File: src/rtl/bin2gray_serial_5bit_pkg.sv
// Shared constants and state encoding for the serial binary-to-Gray converter.
// Word width, bit-counter width and the handshake FSM states live here.
package bin2gray_serial_5bit_pkg;

   localparam int B2G_WIDTH = 5;
   localparam int CNT_W     = 3;

   typedef enum logic [1:0] {
      IDLE = 2'd0,
      SER  = 2'd1,
      DONE = 2'd2
   } state_t;

endpackage

File: src/rtl/bin2gray_serial_5bit_bit_fsm.sv
// One-bit Gray encoder stage: registered out = in XOR previous in.
// The previous-bit memory is cleared whenever en is low, so each word starts fresh.
module bin_gray_bit_fsm (
   input  logic clk,
   input  logic rst,
   input  logic en,
   input  logic in,
   output logic out
);

   logic prev_reg;

   always_ff @(posedge clk or posedge rst) begin
      if (rst) begin
         out      <= 1'b0;
         prev_reg <= 1'b0;
      end else if (en) begin
         out      <= in ^ prev_reg;
         prev_reg <= in;
      end else begin
         // out holds between words; prev restarts at 0 for the next MSB
         prev_reg <= 1'b0;
      end
   end

endmodule

File: src/rtl/bin2gray_serial_5bit.sv
// Serial binary-to-Gray converter: accepts a word, streams Gray bits MSB first,
// then presents the whole Gray word with a one-cycle out_valid pulse.
module bin2gray_serial_5bit
   import bin2gray_serial_5bit_pkg::*;
#(
   parameter int WIDTH = B2G_WIDTH
) (
   input  logic             clk,
   input  logic             rst,
   input  logic             in_valid,
   output logic             in_ready,
   input  logic [WIDTH-1:0] bin_in,
   output logic             ser_out,
   output logic             ser_valid,
   output logic [WIDTH-1:0] gray_out,
   output logic             out_valid
);

   localparam logic [CNT_W-1:0] LAST_CNT = CNT_W'(WIDTH - 1);

   state_t           state_reg;
   logic [WIDTH:0]   shreg_reg;   // extra top bit keeps the previously shifted-out binary bit
   logic [WIDTH-2:0] coll_reg;
   logic [CNT_W-1:0] cnt_reg;
   logic [WIDTH-1:0] gray_out_reg;
   logic             in_ready_reg;
   logic             ser_valid_reg;
   logic             out_valid_reg;

   logic bit_en;
   logic bit_in;
   logic gray_bit;

   assign bit_en   = (state_reg == SER);
   assign bit_in   = shreg_reg[WIDTH-1];
   assign gray_bit = shreg_reg[WIDTH] ^ shreg_reg[WIDTH-1];

   bin_gray_bit_fsm u_bit_fsm (
      .clk (clk),
      .rst (rst),
      .en  (bit_en),
      .in  (bit_in),
      .out (ser_out)
   );

   always_ff @(posedge clk or posedge rst) begin
      if (rst) begin
         state_reg     <= IDLE;
         shreg_reg     <= '0;
         coll_reg      <= '0;
         cnt_reg       <= '0;
         gray_out_reg  <= '0;
         in_ready_reg  <= 1'b1;
         ser_valid_reg <= 1'b0;
         out_valid_reg <= 1'b0;
      end else begin
         case (state_reg)
            IDLE: begin
               ser_valid_reg <= 1'b0;
               out_valid_reg <= 1'b0;
               in_ready_reg  <= 1'b1;
               if (in_valid && in_ready_reg) begin
                  shreg_reg    <= {1'b0, bin_in};
                  coll_reg     <= '0;
                  cnt_reg      <= '0;
                  in_ready_reg <= 1'b0;
                  state_reg    <= SER;
               end
            end
            SER: begin
               ser_valid_reg <= 1'b1;
               shreg_reg     <= {shreg_reg[WIDTH-1:0], 1'b0};
               coll_reg      <= {coll_reg[WIDTH-3:0], gray_bit};
               if (cnt_reg == LAST_CNT) begin
                  gray_out_reg  <= {coll_reg, gray_bit};
                  out_valid_reg <= 1'b1;
                  state_reg     <= DONE;
               end else begin
                  cnt_reg <= cnt_reg + CNT_W'(1);
               end
            end
            DONE: begin
               ser_valid_reg <= 1'b0;
               out_valid_reg <= 1'b0;
               in_ready_reg  <= 1'b1;
               state_reg     <= IDLE;
            end
            default: begin
               state_reg     <= IDLE;
               shreg_reg     <= '0;
               coll_reg      <= '0;
               cnt_reg       <= '0;
               gray_out_reg  <= '0;
               in_ready_reg  <= 1'b1;
               ser_valid_reg <= 1'b0;
               out_valid_reg <= 1'b0;
            end
         endcase
      end
   end

   assign in_ready  = in_ready_reg;
   assign ser_valid = ser_valid_reg;
   assign gray_out  = gray_out_reg;
   assign out_valid = out_valid_reg;

endmodule

File: config.mk
export PLATFORM = sky130hd
export DESIGN_NAME = bin2gray_serial_5bit
export DESIGN_NICKNAME = d
export VERILOG_FILES = /design/src/rtl/bin2gray_serial_5bit_pkg.sv /design/src/rtl/bin2gray_serial_5bit_bit_fsm.sv /design/src/rtl/bin2gray_serial_5bit.sv
export SDC_FILE = /design/constraint.sdc
export NUM_CORES = 1
export LEC_CHECK = 0
export ABC_CLOCK_PERIOD_IN_PS = 1250
export BUFFER_PORTS_ARGS = -buffer_cell sky130_fd_sc_hd__buf_2
export CELL_PAD_IN_SITES_DETAIL_PLACEMENT = 1
export CELL_PAD_IN_SITES_GLOBAL_PLACEMENT = 1
export CORE_AREA = 2 2 58 60
export DETAILED_ROUTE_END_ITERATION = 8
export DIE_AREA = 0 0 60 62
export PLACE_DENSITY = 0.69
export RECOVER_POWER = 25
export SKIP_CTS_REPAIR_TIMING = 1
export SYNTH_ARGS = -nofsm -noshare
export SYNTH_HDL_FRONTEND = slang
export SYNTH_HIERARCHICAL = 1
export SYNTH_SLANG_ARGS = --single-unit
File: constraint.sdc
create_clock -name clk -period 1.25 [get_ports clk]
set_input_delay 0.1875 -clock clk [delete_from_list [all_inputs] [get_ports clk]]
set_output_delay 0.1875 -clock clk [all_outputs]
set_load 0.03 [all_outputs]
# Yosys cells after proc, flatten, opt, wreduce, memory -nomap -nowiden
# Index checks and enable logic that the tools add are counted.
# Widths: inputs -> output; s select.
# word_totals
register_bits,25
in_bits,8
elab_cells,46
# op_classes
addsub,1
eq_ne,6
muxes,18
bitwise_logic,4
reduce_logical,7
# op_table
op,count
$pmux 6 s3,1
$pmux 4 s3,1
$pmux 5 s2,1
$pmux 3 s3,1
$mux 3,2
$mux 6,1
$reduce_and 2->1,3
$mux 1,5
$mux 5,1
$mux 2,2
$mux 4,1
$ne 2x2->1 const B,2
$pmux 2 s2,1
$add 3x1->3 const B,1
$eq 3x3->1 const B,1
$reduce_and 3->1,1
$eq 2x1->1 const B,1
$eq 2x2->1 const B,1
$logic_not 2->1,1
$ne 2x1->1 const B,1
$not 1->1,2
$pmux 1 s2,1
$reduce_or 2->1,1
$xor 1x1->1,2
$logic_and 1x1->1,1

# Logic depth before layout (Yosys ltp)
# Gate-level depths: netlist (run 1).
# depth
ltp_word,4
ltp_mapped,6

# Hierarchy
# The synthesis (run 1) kept the hierarchy.
# by_module_without_submodules
module,instances,cells_per_inst,area_per_inst_um2,seq_area_each_um2
bin2gray_serial_5bit,1,91,1064.8,576.8
bin_gray_bit_fsm,1,7,78.8,50.0

# Worst setup path after synthesis (run 1)
# OpenSTA, ideal clock, no wires.
# synth_timing
path_kind,register to register
from,"register in_ready_reg, in the netlist in_ready"
to,register coll_reg[0]
setup_ns,0.121
arrival_ns,1.215
required_ns,1.129
setup_slack_ns,-0.086
path_stages_with_launch,4
path_buffers,0
cell_sequence,dfstp_2 -> and3b_4 -> nor2_4 -> a22o_2
# synth_via
elab_chain_cells,3
# synth_lines
item,line_no,text
from (decl),bin2gray_serial_5bit.sv:26,logic in_ready_reg;
from (signal assigned),bin2gray_serial_5bit.sv:53,in_ready_reg <= 1'b1;
from (signal assigned),bin2gray_serial_5bit.sv:61,in_ready_reg <= 1'b1;
from (signal assigned),bin2gray_serial_5bit.sv:66,in_ready_reg <= 1'b0;
$logic_and 1x1->1,bin2gray_serial_5bit.sv:62,if (in_valid && in_ready_reg) begin
$ne 2x2->1 (no line),-,
$reduce_and 2->1 (no line),-,
to (signal assigned),bin2gray_serial_5bit.sv:73,"coll_reg <= {coll_reg[WIDTH-3:0], gray_bit};"
to (decl),bin2gray_serial_5bit.sv:23,logic [WIDTH-2:0] coll_reg;
# No other way between the ends.
# A chain may end at the register's enable or synchronous reset.

# Final worst setup path (run 1)
# layout_timing
from,"register in_ready_reg, in the netlist in_ready"
to,output in_ready
# layout_rtl
item,line_no,text
to (decl),bin2gray_serial_5bit.sv:11,"output logic in_ready,"
# No word-level cell between the ends.

==> out/metrics.yaml, run 1 <==
outcome: "finished with violations"
failed_checks: "negative setup slack"
fp.dieW_um: 60
post-route-min-period_ps: 1310
root_buffer: "clkbuf_4"
via_per_inst: 4.90
grt_max_degree: 24
tightest_slew_ps: 578
power_switching_mw: 1.75
initial_utilization: 0.360
cts_tree: "done"
antenna_left: 0
cp.arrival_ps: 1130
cp-end-kind: "output pin"
antenna_cells: 0
worst_path_most_repeated_cell: "buf_6"
nets: 143
dieArea_um2: 3720
path_cells: "buf_6 -> buf_6"
multiInputGateArea_um2: 522
io_buffers: 16
p_clk_frac: 0.087
dpl_worst_slack_ps: -70.9
remaining_drc_errors: 0
syn_inst: 98
cts_buffers: 3
syn_area_um2: 1140
hold_violations: 0
synth-seq-cells: 25
grt_pass1_vias: 906
path_delay_family: "flip-flops"
synthAdderAreaFrac: 0.0219
yosysTopAreaCell: "dfrtp_1"
overflow: 0
antenna_found_initial: 0
die_h_um: 62
place_congestion: 0.719
final_util: 0.477
fp-row-count: 21
yosys.area_share.xor_xnor: 0.0153
crit_slowest_cell: "dfstp_2"
fin_cells: 178
synth_compound_area_frac: 0.204
final_max_slew_viol_count: 0
cts.path.max_buffers: 2
synthMuxAreaShare: 0.0175
clk_pin_slew_ps: 130
p_leak_nw: 0.716
num_vias: 873
synth.distinct_cells: 33
async_reset_ff_frac: 1.00
clk_latency_ps: 310
internal_power_mw: 2.43
synth_fp_nets: 108
design_area_um2: 1520
cts_sinks: 25
cp_max_fo: 8
crit_path_start_kind: "register"
critical_path_buf_inv_count: 2
skew_ps: 5.58
dp_hpwl_um: 1880
htreeDepth: 1
setup_ws_ps: -62.6
grt_pass1_wl_um: 4060
pwr_density_cell_nw_per_um2: 2760
slew_headroom: 0.615
initialDrtViolationCount: 17
switching_share: 0.419
rsz0062_at_grt: "true"
synth_area_per_cell_um2: 11.7
seqCellArea_um2: 628
io_pins: 17
grt.total_usage: 0.146
wl_um: 2650
critPathKind: "register to output pin"
area_growth_syn_to_layout_pct: 32.7
setup_tns_ps: -62.6
combinationalPowerShare: 0.544
hp-class: "input port to register"
max_freq_mhz: 762
drv_cap: 0
placedCellCount: 168
crit_path_max_incr_delay_ps: 570
synth-seq-area-share: 0.548
seq_power_share: 0.370
finalSetupViolations: 1
synth-simple-area-share: 0.133
final_layout_size_suffix_gt1_frac: 0.462
place_area_um2: 1360
core_um2: 3180
ys.flop_type: "dfrtp_1"
peakVddDrop_uv: 959
required_ps: 1060
yosys_warnings: 6
synth_edf_count: 0
synth_top_family_by_area: "compound AO/OA/AOI/OAI gates"
synth_top_area_share: 0.525
post_synth_main_area_contributors: "dfrtp_1, a22o_2, and4b_1"
finalCritPeriodShare: 1.05
avgRoutedWirePerCell_um: 14.9
fillers: 355
hold_ws_ps: 87.3
fin_total_pwr_mw: 4.19
largest_reg_flops: 6
firstDrtPassIters: 4
==> power groups by stage <==
stage,clock (mW),combinational (mW),sequential (mW)
after floorplan,0,1.05,1.73
after global routing,0.397,2.49,1.60
final,0.363,2.28,1.55
after detailed placement,0,1.93,1.51
after CTS,0.373,1.94,1.50
after global placement,0,1.87,1.49
==> cell usage after synthesis (2+ instances only) <==
library cell,number
a21oi_1,7
a22o_2,5
a22oi_1,5
and3_1,2
and4b_1,4
buf_6,2
dfrtp_1,24
ha_1,2
inv_1,9
mux2i_1,2
nand2_1,4
nor2_1,4
o22ai_1,6
o2bb2ai_1,3
==> worst reg2reg max path: stages, from the launching register on <==
cell and delay (ps):
dfrtp_1 440, inv_2 100, ha_4 180, nand2_8 90, and3_4 210, a21o_1 140
==> kinds of logic after synthesis <==
family	Yosys count
AND/OR/NAND/NOR	22
flip-flops	25
AO/OA/AOI/OAI	31
multiplexers	2
XOR/XNOR	2
adder cells (fa/ha/maj)	2
buffers and inverters	14
==> cell usage in the layout, fill, tap and decap left out, drive strengths merged, types with 2 or more instances in the layout <==
cell,instances
and4b,4
nor2,5
inv,10
a22o,5
a21oi,8
o2bb2ai,3
ha,2
nand2,5
buf,31
o22ai,6
mux2i,2
a22oi,5
nand2b,2
and3,2
dfrtp,24
clkbuf,6
==> layout make-up <==
class / count / area share
inverter: 10 / 0.0264
sequential: 25 / 0.414
timing repair buffer: 34 / 0.161
clock buffer: 4 / 0.0173
tap: 46 / 0.0379
multi-input combinational: 59 / 0.344
==> routing by layer <==
layer  part of all wire  track usage  vias to the layer above
li1                   -            -                      420
met1               0.47        0.195                      441
met2               0.50        0.247                       10
met3              0.021       0.0207                        2
met4             0.0064       0.0476                        0
met5                  0            0                        -
==> worst paths after layout <==
kind                                     startpoint                   endpoint  slack, ps  cells after the start
min reg2reg                shreg_reg[3]$_DFFE_PP0P_   shreg_reg[3]$_DFFE_PP0P_        510                      1
max in group asynchronous                       rst   state_reg[0]$_DFFE_PP0P_        310                      4
min in group asynchronous                       rst  u_bit_fsm/out$_DFFE_PP0P_        240                      3
min                                       bin_in[0]   shreg_reg[0]$_DFFE_PP0P_         90                      3
max                            in_ready$_DFFE_PP1N_                   in_ready        -60                      2
max reg2reg                  cnt_reg[0]$_DFFE_PP0P_     cnt_reg[0]$_DFFE_PP0P_         10                      5
Power figures use the tool's default switching activity.
==> run 2, diff against run 1 <==
- ABC_CLOCK_PERIOD_IN_PS: 1250 -> 1300
- CORE_AREA: 2 2 58 60 -> 2 2 55 57
- DIE_AREA: 0 0 60 62 -> 0 0 57 59
- PLACE_DENSITY: 0.69 -> 0.72
- SYNTH_HIERARCHICAL: 1 -> unset
- clock period: 1.25 -> 1.3 ns (I/O delays scaled with it)
==> out/metrics.yaml, run 2 <==
outcome: "finished with violations"
failed_checks: "negative setup slack"
ff2ff_path_depth: 5
cts_tree: "done"
area_growth_syn_to_layout_pct: 22.1
root_buffer: "clkbuf_4"
seq_power_share: 0.400
remaining_drc_errors: 0
tightest_slew_ps: 616
synth_area_per_cell_um2: 11.7
synth-seq-area-share: 0.554
io_pins: 17
yosysTopAreaCell: "dfrtp_1"
synth_fp_nets: 107
cts_buffers: 3
fillers: 303
antenna_cells: 0
grt_pass1_wl_um: 4270
synthAdderAreaFrac: 0.0221
internal_power_mw: 2.07
htreeDepth: 1
final_util: 0.510
yosys.area_share.xor_xnor: 0.0155
power_switching_mw: 1.58
hp-class: "input port to register"
post-route-min-period_ps: 1320
slew_headroom: 0.589
initialDrtViolationCount: 25
syn_inst: 97
r2r_setup_slack_ps: 40
crit_path_max_incr_delay_ps: 570
num_vias: 852
grt_pass1_vias: 868
clk_pin_slew_ps: 140
path_cells: "buf_6 -> buf_6"
fp-row-count: 19
synth_compound_area_frac: 0.199
hold_end: "shreg_reg[0]$_DFFE_PP0P_"
ys.flop_type: "dfrtp_1"
overflow: 0
synthMuxAreaShare: 0.0177
dieArea_um2: 3360
skew_ps: 6.94
synth_top_area_share: 0.530
synth-simple-area-share: 0.135
firstDrtPassIters: 4
dpl_worst_slack_ps: -25.7
pwr_density_cell_nw_per_um2: 2640
nets: 134
critPathKind: "register to output pin"
cts.path.max_buffers: 2
cp.arrival_ps: 1120
rsz0062_at_grt: "true"
synth_most_common_cell: "dfrtp_1"
synth-seq-cells: 25
synth_top_family_by_area: "compound AO/OA/AOI/OAI gates"
syn_area_um2: 1130
r2r_start: "cnt_reg[0]$_DFFE_PP0P_"
avgRoutedWirePerCell_um: 17.0
synth_edf_count: 0
final_layout_size_suffix_gt1_frac: 0.366
core_um2: 2710
combinationalPowerShare: 0.504
finalSetupViolations: 1
mostFrequentLayoutCells: "dfrtp_1, buf_2, inv_1, a21oi_1, buf_4"
hold_violations: 0
yosys_warnings: 0
yosys-top-cells-count: "dfrtp_1, inv_1, a21oi_1, o22ai_1"
max_freq_mhz: 758
hold_path_depth: 3
antenna_left: 0
dp_hpwl_um: 1920
crit_path_start_kind: "register"
place_congestion: 0.720
grt_max_degree: 26
mostFrequentLayoutCell: "dfrtp_1"
p_leak_nw: 0.679
finalCritPeriodShare: 1.02
worst_path_most_repeated_cell: "buf_6"
setup_ws_ps: -19.5
largest_reg_flops: 6
crit_slowest_cell: "dfstp_2"
cp_max_fo: 6
async_reset_ff_frac: 1.00
switching_share: 0.434
min_from: "bin_in[0]"
antenna_found_initial: 0
cp-end-kind: "output pin"
r2r_end: "cnt_reg[0]$_DFFE_PP0P_"
die_h_um: 59
via_per_inst: 5.53
clk_latency_ps: 320
synth.distinct_cells: 35
fp.dieW_um: 57
p_clk_frac: 0.096
initial_utilization: 0.418
peakVddDrop_uv: 1270
required_ps: 1110
final_max_slew_viol_count: 0
drv_cap: 0
grt.total_usage: 0.168
io_buffers: 16
wl_um: 2620
post_synth_main_area_contributors: "dfrtp_1, and4b_1, a22oi_1"
cts_sinks: 25
==> run 2: cell types whose count changed in the layout (fill, tap and decap cells not counted), moves of 2 or more <==
cell / change
a22o_1: +4
a22o_2: -5
a22oi_1: +2
a22oi_2: -2
buf_4: -6
clkbuf_1: -2
==> run 2: how the worst max path moves through the flow <==
stage                                   from  slack (ps)  cells past startpoint                      end
floorplan               in_ready$_DFFE_PP1N_         -20                      3   cnt_reg[1]$_DFFE_PP0P_
global placement    state_reg[0]$_DFFE_PP0P_          10                      3   cnt_reg[2]$_DFFE_PP0P_
detailed placement    cnt_reg[0]$_DFFE_PP0P_         -30                      5  gray_out[2]$_DFFE_PP0P_
CTS                     in_ready$_DFFE_PP1N_        -120                      2                 in_ready
global route            in_ready$_DFFE_PP1N_         -80                      2                 in_ready
finish                  in_ready$_DFFE_PP1N_         -20                      2                 in_ready
==> run 2: critical path, delay by kind of cell (launching register included) <==
kind	cells	cell delay [ps]
buffers and inverters	2	230
DFF	1	570
==> run 2: layout make-up <==
type,instances,area [µm²],area share
clock buffer,3,22.5,0.0163
inverter,9,33.8,0.0244
clock inverter,1,7.51,0.00543
timing repair buffer,26,169,0.122
tap,31,38.8,0.0281
sequential,25,628,0.454
multi-input combinational,59,483,0.349
==> run 2: routing by layer <==
metal | part of all wire | up-vias | global-route usage
met5 | 0 | - | 0
met4 | 0.0053 | 0 | 0.0598
met3 | 0.044 | 2 | 0.0240
met2 | 0.51 | 17 | 0.276
met1 | 0.44 | 428 | 0.230
li1 | - | 405 | -
==> run 2: logic make-up after synthesis <==
group / Yosys count
adder cells (fa/ha/maj): 2
buffers and inverters: 13
XOR/XNOR: 2
multiplexers: 2
AO/OA/AOI/OAI: 31
AND/OR/NAND/NOR: 22
flip-flops: 25
==> run 2: stage by stage <==
stage	instance area [µm²]	std cells	setup TNS, ps	total power, mW	hold slack (ps)
2_1_floorplan	1140	97	-15.7	2.61	222
3_3_place_gp	1280	147	0	3.03	258
3_5_place_dp	1280	147	-59.3	3.12	263
4_1_cts	1310	151	-289	3.48	-101
5_1_grt	1380	154	-97.6	3.93	125
6_report	1380	154	-19.5	3.65	112
==> run 2: power by group through the flow <==
stage	combinational (mW)	sequential [mW]	clock, mW
after floorplan	0.979	1.63	0
after global placement	1.61	1.42	0
after detailed placement	1.67	1.45	0
after CTS	1.69	1.43	0.364
after global routing	2.01	1.51	0.408
final	1.84	1.46	0.350
